==> src/rtl/mini_cpu_mem_pkg.sv <==
// Shared constants and FSM encoding for the main-memory port controller.
package mini_cpu_mem_pkg;

  localparam int MEM_ADDR_W = 9;
  localparam int MEM_DATA_W = 32;
  localparam int MEM_LEN_W  = 4;

  typedef enum logic [1:0] {
    ST_IDLE  = 2'd0,
    ST_WRITE = 2'd1,
    ST_READ  = 2'd2,
    ST_DRAIN = 2'd3
  } mem_state_e;

endpackage

==> src/rtl/mem_rsp_pipe.sv <==
// Load response pipeline: two-stage valid/last shift aligned to the ram read
// latency, plus the MDR that captures ram read data one cycle after the strobe.
module mem_rsp_pipe
  import mini_cpu_mem_pkg::*;
#(
  parameter int DATA_W = MEM_DATA_W
) (
  input  logic              clock,
  input  logic              clear_n,
  input  logic              issue_valid,
  input  logic              issue_last,
  input  logic [DATA_W-1:0] ram_rdata,
  output logic              s1_valid,
  output logic              rsp_valid,
  output logic              rsp_last,
  output logic [DATA_W-1:0] rsp_data
);

  logic              s1_valid_q, s1_valid_d;
  logic              s1_last_q,  s1_last_d;
  logic              s2_valid_q, s2_valid_d;
  logic              s2_last_q,  s2_last_d;
  logic [DATA_W-1:0] mdr_q,      mdr_d;

  always_comb begin
    s1_valid_d = issue_valid;
    s1_last_d  = issue_valid & issue_last;
    s2_valid_d = s1_valid_q;
    s2_last_d  = s1_last_q;
    // ram data is valid while stage 1 holds the matching strobe; otherwise MDR holds.
    mdr_d      = s1_valid_q ? ram_rdata : mdr_q;
  end

  // NOTE: state registers use non-blocking assignments so every flop samples
  // the pre-edge value of its neighbours, which is what makes the shift work.
  always_ff @(posedge clock or negedge clear_n) begin
    if (!clear_n) begin
      s1_valid_q <= 1'b0;
      s1_last_q  <= 1'b0;
      s2_valid_q <= 1'b0;
      s2_last_q  <= 1'b0;
      mdr_q      <= '0;
    end else begin
      s1_valid_q <= s1_valid_d;
      s1_last_q  <= s1_last_d;
      s2_valid_q <= s2_valid_d;
      s2_last_q  <= s2_last_d;
      mdr_q      <= mdr_d;
    end
  end

  assign s1_valid  = s1_valid_q;
  assign rsp_valid = s2_valid_q;
  assign rsp_last  = s2_last_q;
  assign rsp_data  = mdr_q;

endmodule

==> src/rtl/mem_port_ctrl.sv <==
// Initiator side of the main-memory port: single-word stores and 1..16-word
// burst loads turned into registered ram strobes, with load data on a response stream.
module mem_port_ctrl
  import mini_cpu_mem_pkg::*;
#(
  parameter int ADDR_W = MEM_ADDR_W,
  parameter int DATA_W = MEM_DATA_W,
  parameter int LEN_W  = MEM_LEN_W
) (
  input  logic              clock,
  input  logic              clear_n,
  input  logic              req_valid,
  output logic              req_ready,
  input  logic              req_we,
  input  logic [ADDR_W-1:0] req_addr,
  input  logic [DATA_W-1:0] req_wdata,
  input  logic [LEN_W-1:0]  req_len,
  output logic              rsp_valid,
  output logic [DATA_W-1:0] rsp_data,
  output logic              rsp_last,
  output logic              wr_done,
  output logic              busy,
  output logic              ram_read,
  output logic              ram_write,
  output logic [ADDR_W-1:0] ram_addr,
  output logic [DATA_W-1:0] ram_wdata,
  input  logic [DATA_W-1:0] ram_rdata
);

  mem_state_e        state_q, state_d;
  logic [ADDR_W-1:0] mar_q, mar_d;
  logic [DATA_W-1:0] wdata_q, wdata_d;
  logic [LEN_W-1:0]  count_q, count_d;
  logic              ram_read_q, ram_read_d;
  logic              ram_write_q, ram_write_d;
  logic              wr_done_q, wr_done_d;
  logic              req_ready_q, req_ready_d;
  logic              busy_q, busy_d;
  logic              issue_last;
  logic              s1_valid;

  // The strobe currently on the bus is the final one of the burst.
  assign issue_last = (count_q == '0);

  // NOTE: every always_comb output gets a default first so no path leaves a
  // signal unassigned, which would otherwise infer a latch.
  always_comb begin
    state_d     = state_q;
    mar_d       = mar_q;
    wdata_d     = wdata_q;
    count_d     = count_q;
    ram_read_d  = 1'b0;
    ram_write_d = 1'b0;
    wr_done_d   = 1'b0;

    unique case (state_q)
      ST_IDLE: begin
        if (req_valid && req_ready_q) begin
          mar_d = req_addr;
          if (req_we) begin
            state_d     = ST_WRITE;
            wdata_d     = req_wdata;
            ram_write_d = 1'b1;
          end else begin
            state_d    = ST_READ;
            count_d    = req_len;
            ram_read_d = 1'b1;
          end
        end
      end
      ST_WRITE: begin
        state_d   = ST_IDLE;
        wr_done_d = 1'b1;
      end
      ST_READ: begin
        if (count_q == '0) begin
          state_d = ST_DRAIN;
        end else begin
          ram_read_d = 1'b1;
          mar_d      = mar_q + 1'b1;
          count_d    = count_q - 1'b1;
        end
      end
      ST_DRAIN: begin
        // Stage 2 empties on this same edge, so only stage 1 gates the exit.
        if (!s1_valid) state_d = ST_IDLE;
      end
      default: state_d = ST_IDLE;
    endcase

    req_ready_d = (state_d == ST_IDLE);
    busy_d      = (state_d != ST_IDLE) | ram_read_q | s1_valid;
  end

  always_ff @(posedge clock or negedge clear_n) begin
    if (!clear_n) begin
      state_q     <= ST_IDLE;
      mar_q       <= '0;
      wdata_q     <= '0;
      count_q     <= '0;
      ram_read_q  <= 1'b0;
      ram_write_q <= 1'b0;
      wr_done_q   <= 1'b0;
      req_ready_q <= 1'b1;
      busy_q      <= 1'b0;
    end else begin
      state_q     <= state_d;
      mar_q       <= mar_d;
      wdata_q     <= wdata_d;
      count_q     <= count_d;
      ram_read_q  <= ram_read_d;
      ram_write_q <= ram_write_d;
      wr_done_q   <= wr_done_d;
      req_ready_q <= req_ready_d;
      busy_q      <= busy_d;
    end
  end

  mem_rsp_pipe #(
    .DATA_W (DATA_W)
  ) u_rsp_pipe (
    .clock       (clock),
    .clear_n     (clear_n),
    .issue_valid (ram_read_q),
    .issue_last  (issue_last),
    .ram_rdata   (ram_rdata),
    .s1_valid    (s1_valid),
    .rsp_valid   (rsp_valid),
    .rsp_last    (rsp_last),
    .rsp_data    (rsp_data)
  );

  assign req_ready = req_ready_q;
  assign wr_done   = wr_done_q;
  assign busy      = busy_q;
  assign ram_read  = ram_read_q;
  assign ram_write = ram_write_q;
  assign ram_addr  = mar_q;
  assign ram_wdata = wdata_q;

endmodule
==> config.mk <==
export PLATFORM = sky130hd
export DESIGN_NAME = mem_port_ctrl
export DESIGN_NICKNAME = d
export VERILOG_FILES = /design/src/rtl/mini_cpu_mem_pkg.sv /design/src/rtl/mem_rsp_pipe.sv /design/src/rtl/mem_port_ctrl.sv
export SDC_FILE = /design/constraint.sdc
export NUM_CORES = 1
export LEC_CHECK = 0
export CORE_MARGIN = 1
export CORE_UTILIZATION = 43
export DETAILED_ROUTE_END_ITERATION = 6
export GPL_ROUTABILITY_DRIVEN = 0
export PLACE_DENSITY = 0.88
export SYNTH_ARGS = -nofsm -noshare
export SYNTH_HDL_FRONTEND = slang
export SYNTH_HIERARCHICAL = 1
export SYNTH_SLANG_ARGS = --single-unit
==> constraint.sdc <==
create_clock -name clock -period 2.3 [get_ports clock]
set_input_delay 0.46 -clock clock [delete_from_list [all_inputs] [get_ports clock]]
set_output_delay 0.46 -clock clock [all_outputs]
set_load 0.01 [all_outputs]
**Word level (Yosys, flattened, before mapping)**

Cells that the tools add are included.

- Register bits after elaboration: 88
- Input port bits: 81
- Output and inout port bits: 80

- $add $sub $neg: 2
- Equality and inequality tests: 6
- Muxes and demuxes: 20
- Bitwise logic cells: 3
- Reductions and logical operators: 9

Operator list:

| cell | count |
|---|---|
| $mux 9 | 2 |
| $pmux 9 s2 | 1 |
| $mux 4 | 3 |
| $add 9x1->9 const B | 1 |
| $mux 2 | 4 |
| $pmux 2 s4 | 1 |
| $pmux 4 s2 | 1 |
| $mux 1 | 7 |
| $ne 2x2->1 const B | 3 |
| $reduce_and 3->1 | 2 |
| $eq 2x2->1 const B | 2 |
| $logic_not 2->1 | 2 |
| $logic_not 4->1 | 1 |
| $reduce_and 4->1 | 1 |
| $reduce_bool 2->1 | 2 |
| $sub 4x1->4 const B | 1 |
| $eq 2x1->1 const B | 1 |
| $or 1x1->1 | 2 |
| $pmux 1 s2 | 1 |
| $and 1x1->1 | 1 |
| $logic_and 1x1->1 | 1 |

**Longest topological paths before layout**

Gate-level depths: netlist (run 1).

- Depth in word-level cells: 6
- Gate-level depth with buffers: 8
- Depth with buffers taken out: 7

**Modules after synthesis**

Netlist (run 1), hierarchy kept.

Modules (own cells, without submodules):

| module | times used | cells each | area an instance (sq um) |
|---|---|---|---|
| mem_port_ctrl | 1 | 188 | 2,328.5 |
| mem_rsp_pipe | 1 | 73 | 1,451.4 |

**Least setup slack after synthesis (run 1)**

Ideal clock, no wire load.

- Kind: register to register
- Start: register count_q[0]
- End: register count_q[0]
- Setup time: 121 ps
- Arrival time: 1,552 ps
- Required time: 2,179 ps
- Slack: 627 ps
- Cell stages (with the launch flop): 8
- Path buffers: 1
- Period minus slack after synthesis: 1,673 ps
- Cell sequence: dfrtp_1 > inv_1 > ha_1 > or3b_4 > o2bb2ai_2 > nor2b_4 > buf_6 > a22o_1

- Cells in the longest elaborated chain, start to end: 3
- Elaborated cells between the ends (all ways): 6

RTL lines:

| what | RTL line | text |
|---|---|---|
| from (decl) | mem_port_ctrl.sv:33 | `logic [LEN_W-1:0] count_q, count_d;` |
| from (signal assigned) | mem_port_ctrl.sv:110 | `count_q <= count_d;` |
| $sub 4x1->4 or $logic_not 4->1 (tied branches) | mem_port_ctrl.sv:81, mem_port_ctrl.sv:76 |  |
| $mux 4 or $ne 2x2->1 (tied branches) | - |  |
| $pmux 4 s2 or $reduce_and 4->1 (tied branches) | - |  |

Parallel ways exist; a longest one is shown, timed or not. The select of a mux whose other input is x is not followed.
A chain may end at the register's enable or synchronous reset.

**Final worst setup path (run 1)**

- Start: register req_ready_q (netlist: req_ready)
- End: output req_ready

RTL lines:

| what | RTL line | text |
|---|---|---|
| from (decl) | mem_port_ctrl.sv:37 | `logic req_ready_q, req_ready_d;` |
| from (signal assigned) | mem_port_ctrl.sv:114 | `req_ready_q <= req_ready_d;` |
| to (decl) | mem_port_ctrl.sv:13 | `output logic req_ready,` |

No word-level cell between the ends.

==> run metrics, run 1 <==
Bufs and invs on worst path 1; critical-path cell list clkdlybuf4s50_1; FMAX 517 MHz; top-count cell post-synth dfrtp_1; Slew Viols, Final 0; CTS max path bufs 2; P&R area growth vs syn 49.4%; # rows 33; CP Class reg2out; vias in the first global route 2721; synth unique cells 39; number of CTS-inserted buffers 9; part of the power in registers 36.3%; Post-Synth Simple-Gate Area 6.55%; H-tree depth 3; # setup viols final 0; Core Area 0.00834 mm2; Final Util 67.7%; post-synthesis compound-gate area fraction 7.32%; die width 95.8 um; largest net degree at the start of global routing 48; post-synthesis xor/xnor area fraction 0%; TNS Setup 0 ns; Synth top area share 57.6%; worst slew pin tran 0.556 ns; Post-CTS Setup Bufs 0; share of cells above drive strength 1 22.6%; Final Net Count 511; Worst Path Required 1.84 ns; Leak Pwr 2.45 nW; Final Power 0.00780 W; Routed Antenna Nets 0; clk_lat worst skew 0.34 ns; Switching Share 33.6%; Max VDD drop 0.752 mV; EDFF count, synth 0; Port Buffers 160; initial core utilization 45.3%; Mean Syn Cell Area 14.5 um2; Min-Delay Path Class in2async; CTS resizes 0; Top delay family on crit path flip-flops; io pins 161; syn_nets 344; die area 0.00917 mm2; crit path max fanout 3; Placed Cells 522; max_cap viols 0; Non-Filler Instances 538; synth warn 6; Vias/cell 5.05; combinational fraction of design power 51.4%; PwrDens 1380 mW/mm2; gr usage total 19.4%; Worst setup EP type output port; number of synthesized register bits 88; Startpoint Class flip-flop; Post-Syn Area 0.00378 mm2; TritonCTS clock tree yes; slowest stage cell, crit path dfstp_2; Final period util 84.2%; arrival time of the worst setup path 1.48 ns; post-synthesis mux area share 22.6%; dpl hpwl 6.48 mm; # clock sinks 88; status completed; post-route minimum period 1.94 ns; Pint 0.00518 W; clk root buf clkbuf_8; hold buffers post-CTS 0; initial antenna violation count 0; max incr delay on CP 0.57 ns; DRC Markers 0; global-route wire length before repair 13.5 mm; Synth Area in Adders 0.662%; wire per inst 16.2 um; endpoints failing hold 0; Post-Syn Instances 261; RSZ-0062 raised after global routing no; Clock transition at path regs 0.09 ns; DR vias 2716; Post-synth top cells dfrtp_1 (87), mux2_2 (30), mux2_4 (30), a21oi_1 (20), nand2_1 (13); largest family of logic cells by synthesized area multiplexers; Yosys top cell by area dfrtp_1; sw power 0.00262 W; most frequently used flop master after synthesis dfrtp_1; Top Layer Used met4; First-pass DRT Iterations 4; Die Ht 95.8 um; main area contributors after synthesis dfrtp_1 (58%), mux2_4 (12%), mux2_2 (8.9%); Slew Limit Headroom 62.8%; clk_skew 0.00724 ns; register area share after synthesis 58.3%; initial DRC count 58; Met3 Wirelength 715 um; final WL 8.70 mm; Ant. Diodes 0; Filler Cell Count 603; DR WL met2 4.32 mm; GR Overflow Total 0; Clock Power Share 12.3%; post-synthesis async set-or-reset flop share 100%; met1 wire length 3.52 mm
## worst paths after layout
| check | startpoint | to | slack (ns) | depth (start not counted) |
|---|---|---|---|---|
| worst max register to register | state_q[1] | ram_addr[8] | 0.44 | 4 |
| worst min register to register | u_rsp_pipe/s1_last_q | u_rsp_pipe/rsp_last | 0.37 | 0 |
| min in group clock | u_rsp_pipe/s1_last_q | u_rsp_pipe/rsp_last | 0.37 | 0 |
| max in group asynchronous | clear_n | req_ready | 1.66 | 2 |
| worst min-delay path | clear_n | u_rsp_pipe/rsp_data[10] | 0.009 | 1 |
| worst max-delay path | req_ready | req_ready | 0.36 | 1 |
## metrics by stage
step	hold WS [ns]	area, um2	worst slack, ns
final	0.00913	5650	0.364
after global placement	0.337	5470	0.244
after global routing	0.0114	5650	0.188
after CTS	0.00701	5650	0.342
after floorplan	0.164	3780	0.627
after detailed placement	0.345	5470	0.217
## flip-flops by register name (all words and copies together) (netlist names), 2 cells and up
| register | cells |
|---|---|
| ram_addr | 9 |
| ram_wdata | 32 |
| count_q | 4 |
| state_q | 2 |
| u_rsp_pipe/rsp_data | 32 |
## final cells by class
type / count / area (um2) / share of cell area (%)
inverter: 4 / 15.0 / 0.266
tap: 105 / 131 / 2.33
sequential: 88 / 2200 / 39.0
timing repair buffer: 170 / 1710 / 30.3
clock inverter: 6 / 43.8 / 0.776
clock buffer: 10 / 138 / 2.44
multi-input combinational: 155 / 1400 / 24.8
## power groups by stage
stage	Combinational (W)	Sequential [W]	Clock, W
after floorplan	0.00196	0.00310	0
after global placement	0.00392	0.00280	0
after detailed placement	0.00402	0.00286	0
after CTS	0.00404	0.00284	0.00100
after global routing	0.00431	0.00294	0.00108
final	0.00401	0.00283	0.000962
## routing by layer
metal / vias up / GRT usage (%)
met2: 122 / 32.7
met1: 1325 / 24.4
met5: - / 0
met4: 0 / 6.34
met3: 15 / 4.98
li1: 1254 / -
## layout by cell type (no fill, tap or decap), drive strengths merged, types with 3 or more instances in the layout
cell type      instances
o21ai                  7
clkinvlp               4
clkbuf                10
clkdlybuf4s50        159
buf                   11
mux2                  64
nand2b                 3
a2bb2oi                4
nor2b                  3
o22ai                  6
nand3                  3
a21oi                 20
nor2                  11
dfrtp                 87
nand2                 13
inv                    5
## logic make-up (layout without fill, tap and decap cells)
logic type | count (synthesis) | in the layout
AO/OA/AOI/OAI | 44 | 44
adder cells (fa/ha/maj) | 2 | 2
buffers and inverters | 18 | 190
flip-flops | 88 | 88
multiplexers | 66 | 66
AND/OR/NAND/NOR | 43 | 43
Note: power is estimated with default switching activity, not from simulation.
==> run 2: changes to the inputs <==
Clock period 2.3 ns to 1.8 ns, I/O delays scaled along.
==> run metrics, run 2 (synthesis gave the netlist of run 1 again) <==
status completed; initial DRC count 59; critical-path cell list clkdlybuf4s50_1; most frequent cells in the layout clkdlybuf4s50_1 (158), dfrtp_1 (84), mux2_2 (30), mux2_4 (30), a21oi_1 (19); Multi-input gate area 0.00141 mm2; Worst Path Required 1.44 ns; Non-Filler Instances 546; wire per inst 16.2 um; Placed Cells 528; Clock transition at path regs 0.09 ns; design area 0.00578 mm2; clk_lat worst skew 0.35 ns; Worst setup EP type output port; number of CTS-inserted buffers 9; TritonCTS clock tree yes; RSZ-0062 raised after global routing no; Bufs and invs on worst path 1; Top delay family on crit path buffers and inverters; Min-Delay Path Class reg2reg; Final Util 69.3%; # clock sinks 88; Port Buffers 160; final WL 8.84 mm; die width 95.8 um; Slew Limit Headroom 78.5%; initial antenna violation count 0; post-route minimum period 1.73 ns; Filler Cell Count 572; clk_skew 0.00958 ns; slowest stage cell, crit path clkdlybuf4s50_1; DP Area 0.00552 mm2; Startpoint Class flip-flop; arrival time of the worst setup path 1.37 ns; First-pass DRT Iterations 4; CP Class reg2out; max_cap viols 0; max incr delay on CP 0.57 ns; Die Ht 95.8 um; TNS Setup 0 ns; Vias/cell 5.04; vias in the first global route 2834; gr usage total 19.8%; crit path max fanout 6; clk root buf clkbuf_8; largest net degree at the start of global routing 42; GR Overflow Total 0; Leak Pwr 2.51 nW; commonest non-fill, non-tap cell in the layout clkdlybuf4s50_1; endpoints failing hold 0; register area 0.00221 mm2; Core Area 0.00834 mm2; Final period util 96.2%; share of cells above drive strength 1 24.9%; P&R area growth vs syn 52.8%; CTS max path bufs 2; Routed Antenna Nets 0; PwrDens 1810 mW/mm2; Max VDD drop 1.04 mV; io pins 161; global-route wire length before repair 13.6 mm; # rows 33; # setup viols final 0; initial core utilization 45.3%; FMAX 577 MHz; DR vias 2753; die area 0.00917 mm2; Slew Viols, Final 0; worst slew pin tran 0.323 ns; DRC Markers 0; Final Net Count 519; H-tree depth 3; Ant. Diodes 0; dpl hpwl 6.59 mm
## run 2: layer usage
layer | track usage, % | share of wire (%)
met1 | 23.6 | 40
met2 | 34.2 | 51
met5 | 0 | 0
met3 | 5.53 | 7.5
met4 | 7.09 | 1.6
## run 2: metrics by stage
| stage | power, W | hold slack, ns | setup slack [ns] |
|---|---|---|---|
| after global routing | 0.0111 | 0.373 | 0.00451 |
| after floorplan | 0.00646 | 0.0644 | 0.127 |
| final | 0.0104 | 0.356 | 0.0681 |
| after global placement | 0.00872 | 0.215 | -0.123 |
| after detailed placement | 0.00893 | 0.224 | -0.134 |
| after CTS | 0.0105 | 0.358 | 0.00922 |
## run 2: worst paths after layout
path | startpoint | to | slack [ns] | cells past startpoint
min | u_rsp_pipe/s1_last_q | u_rsp_pipe/rsp_last | 0.36 | 0
max | ram_addr[4] | ram_addr[4] | 0.07 | 1
max reg2reg | count_q[0] | ram_addr[2] | 0.10 | 8
min in group asynchronous | clear_n | u_rsp_pipe/rsp_data[10] | 0.38 | 2
min reg2reg | u_rsp_pipe/s1_last_q | u_rsp_pipe/rsp_last | 0.36 | 0
max in group asynchronous | clear_n | req_ready | 0.82 | 3
## run 2: timing repair
action | CTS | global route
endpoints found under the hold margin | 10 | 0
endpoints found under the setup margin | 2 | 8
hold buffers | 1 | 0
buffers inserted | 0 | 1
gates resized for setup | 2 | 4
## run 2: final cells by class
| class | instances | area share, % |
|---|---|---|
| clock buffers | 10 | 2.38 |
| inverters | 4 | 0.260 |
| flip-flops and latches | 88 | 38.2 |
| clock inverters | 6 | 1.58 |
| repair buffers | 178 | 30.9 |
| multi-input cells | 155 | 24.4 |
| well taps | 105 | 2.27 |
## run 2: power breakdown
| group | leakage (nW) | internal [W] | switching, W |
|---|---|---|---|
| Clock | 0.105 | 0.000824 | 0.000710 |
| Combinational | 1.37 | 0.00325 | 0.00207 |
| Sequential | 1.04 | 0.00296 | 0.000627 |
| Total | 2.51 | 0.00703 | 0.00341 |
==> run 3: changes to the inputs <==
Settings changed: CORE_ASPECT_RATIO from default to 2.
==> run metrics, run 3 (synthesis gave the netlist of run 1 again) <==
status finished, violations left; failing checks hold timing; initial core utilization 44.0%; crit path max fanout 7; initial DRC count 148; DR vias 2790; Startpoint Class flip-flop; Switching Share 32.9%; Worst setup EP type output port; First-pass DRT Iterations 4; reg-to-reg startpoint count_q[0]; die width 68.3 um; Leak Pwr 2.55 nW; Setup WS post-layout 0.0547 ns; initial antenna violation count 0; crit path to ram_addr[3]; Port Buffers 160; Hold WS -0.0106 ns; number of cells on the critical path 1; Clock transition at path regs 0.06 ns; TritonCTS clock tree yes; largest net degree at the start of global routing 38; part of the power in registers 33.4%; combinational fraction of design power 49.2%; hold buffers post-CTS 0; Die Ht 135 um; H-tree depth 3; CP Class reg2out; # setup viols final 0; dpl hpwl 7.32 mm; # clock sinks 88; Slew Viols, Final 0; Routed Antenna Nets 0; global-route wire length before repair 14.6 mm; DRC Markers 0; number of CTS-inserted buffers 9; Reg2Reg Setup Slack 0.11 ns; beginning of the critical path ram_addr[3]; Ant. Diodes 0; Top delay family on crit path buffers and inverters; commonest non-fill, non-tap cell in the layout clkdlybuf4s50_1; Worst Path Required 1.44 ns; worst slew pin tran 0.499 ns; Final Power 0.0108 W; vias in the first global route 2889; max incr delay on CP 0.58 ns; # rows 48; gr usage total 21.9%; clk_lat worst skew 0.34 ns; post-route minimum period 1.75 ns; clk_skew 0.00525 ns; GR Overflow Total 0; slowest stage cell, crit path clkdlybuf4s50_1; Final Net Count 517; dpl ws -0.192 ns; RSZ-0062 raised after global routing no; P&R area growth vs syn 54.0%; max_cap viols 0; arrival time of the worst setup path 1.39 ns; Pint 0.00727 W; Final period util 97.0%; clk root buf clkbuf_16; sw power 0.00356 W; Clock Power Share 17.4%; Slew Limit Headroom 66.8%; wire per inst 18.0 um; most frequent cells in the layout clkdlybuf4s50_1 (158), dfrtp_1 (85), mux2_2 (30), mux2_4 (30), a21oi_1 (20); Core Area 0.00859 mm2; final WL 9.70 mm; io pins 161; die area 0.00919 mm2; CTS max path bufs 2; share of cells above drive strength 1 24.1%; FMAX 573 MHz; PwrDens 1860 mW/mm2; Min-Delay Path Class in2async; critical-path cell list clkdlybuf4s50_1; R2R Path End ram_addr[2]; r2r worst-path depth 8; Vias/cell 5.18; Max VDD drop 1.11 mV; endpoints failing hold 9; Bufs and invs on worst path 1
==> run 3: stage by stage <==
stage	utilization, %	hold WS [ns]	instance area, um2	std cells	TNS, ns
3_3_place_gp	64.1	0.337	5510	522	-4.06
5_1_grt	67.8	0.0220	5820	539	0
6_report	67.8	-0.0106	5820	539	0
2_1_floorplan	-	0.0644	3780	261	0
3_5_place_dp	64.1	0.339	5510	522	-5.61
4_1_cts	67.7	0.00147	5810	538	0
==> run 3: power by group through the flow <==
| stage | Sequential, W | Clock [W] | Combinational [W] |
|---|---|---|---|
| finish | 0.00362 | 0.00188 | 0.00533 |
| floorplan | 0.00396 | 0 | 0.00250 |
| global route | 0.00375 | 0.00200 | 0.00571 |
| CTS | 0.00363 | 0.00192 | 0.00535 |
| detailed placement | 0.00364 | 0 | 0.00532 |
| global placement | 0.00357 | 0 | 0.00516 |
==> run 3: how the worst min path moves through the flow <==
stage | depth (start not counted) | start | endpoint
final | 1 | clear_n | ram_wdata[2]
after CTS | 1 | clear_n | ram_wdata[2]
after detailed placement | 0 | u_rsp_pipe/s1_last_q | u_rsp_pipe/rsp_last
after global routing | 1 | clear_n | ram_wdata[2]
after floorplan | 0 | clear_n | busy
after global placement | 0 | u_rsp_pipe/s1_last_q | u_rsp_pipe/rsp_last
==> run 3: worst register-to-register path, delay by kind of cell, from the launching register on <==
| kind | cells | cell delay, ns |
|---|---|---|
| simple gates | 1 | 0.43 |
| flops | 1 | 0.40 |
| buf+inv | 3 | 0.31 |
| compound gates | 3 | 0.28 |
| fa+ha+maj | 1 | 0.18 |
==> run 3: area by class of cell <==
type / count / area, um2
fill: 642 / 2770
clock inverter: 7 / 77.6
inverter: 4 / 15.0
multi-input combinational: 155 / 1400
tap: 100 / 125
clock buffer: 9 / 225
sequential: 88 / 2210
timing repair buffer: 176 / 1770
==> run 3: layer usage <==
metal / part of all wire [%] / up-vias / track usage, %
met3: 5.0 / 19 / 4.48
met2: 57 / 107 / 40.2
met4: 2.9 / 0 / 10.3
li1: - / 1277 / -
met1: 35 / 1387 / 22.4
met5: 0 / - / 0
==> run 3: what timing repair did <==
item,4_1_cts,5_1_grt
setup buffers,0,1
endpoints found under the setup margin,1,6
resized for setup,1,2
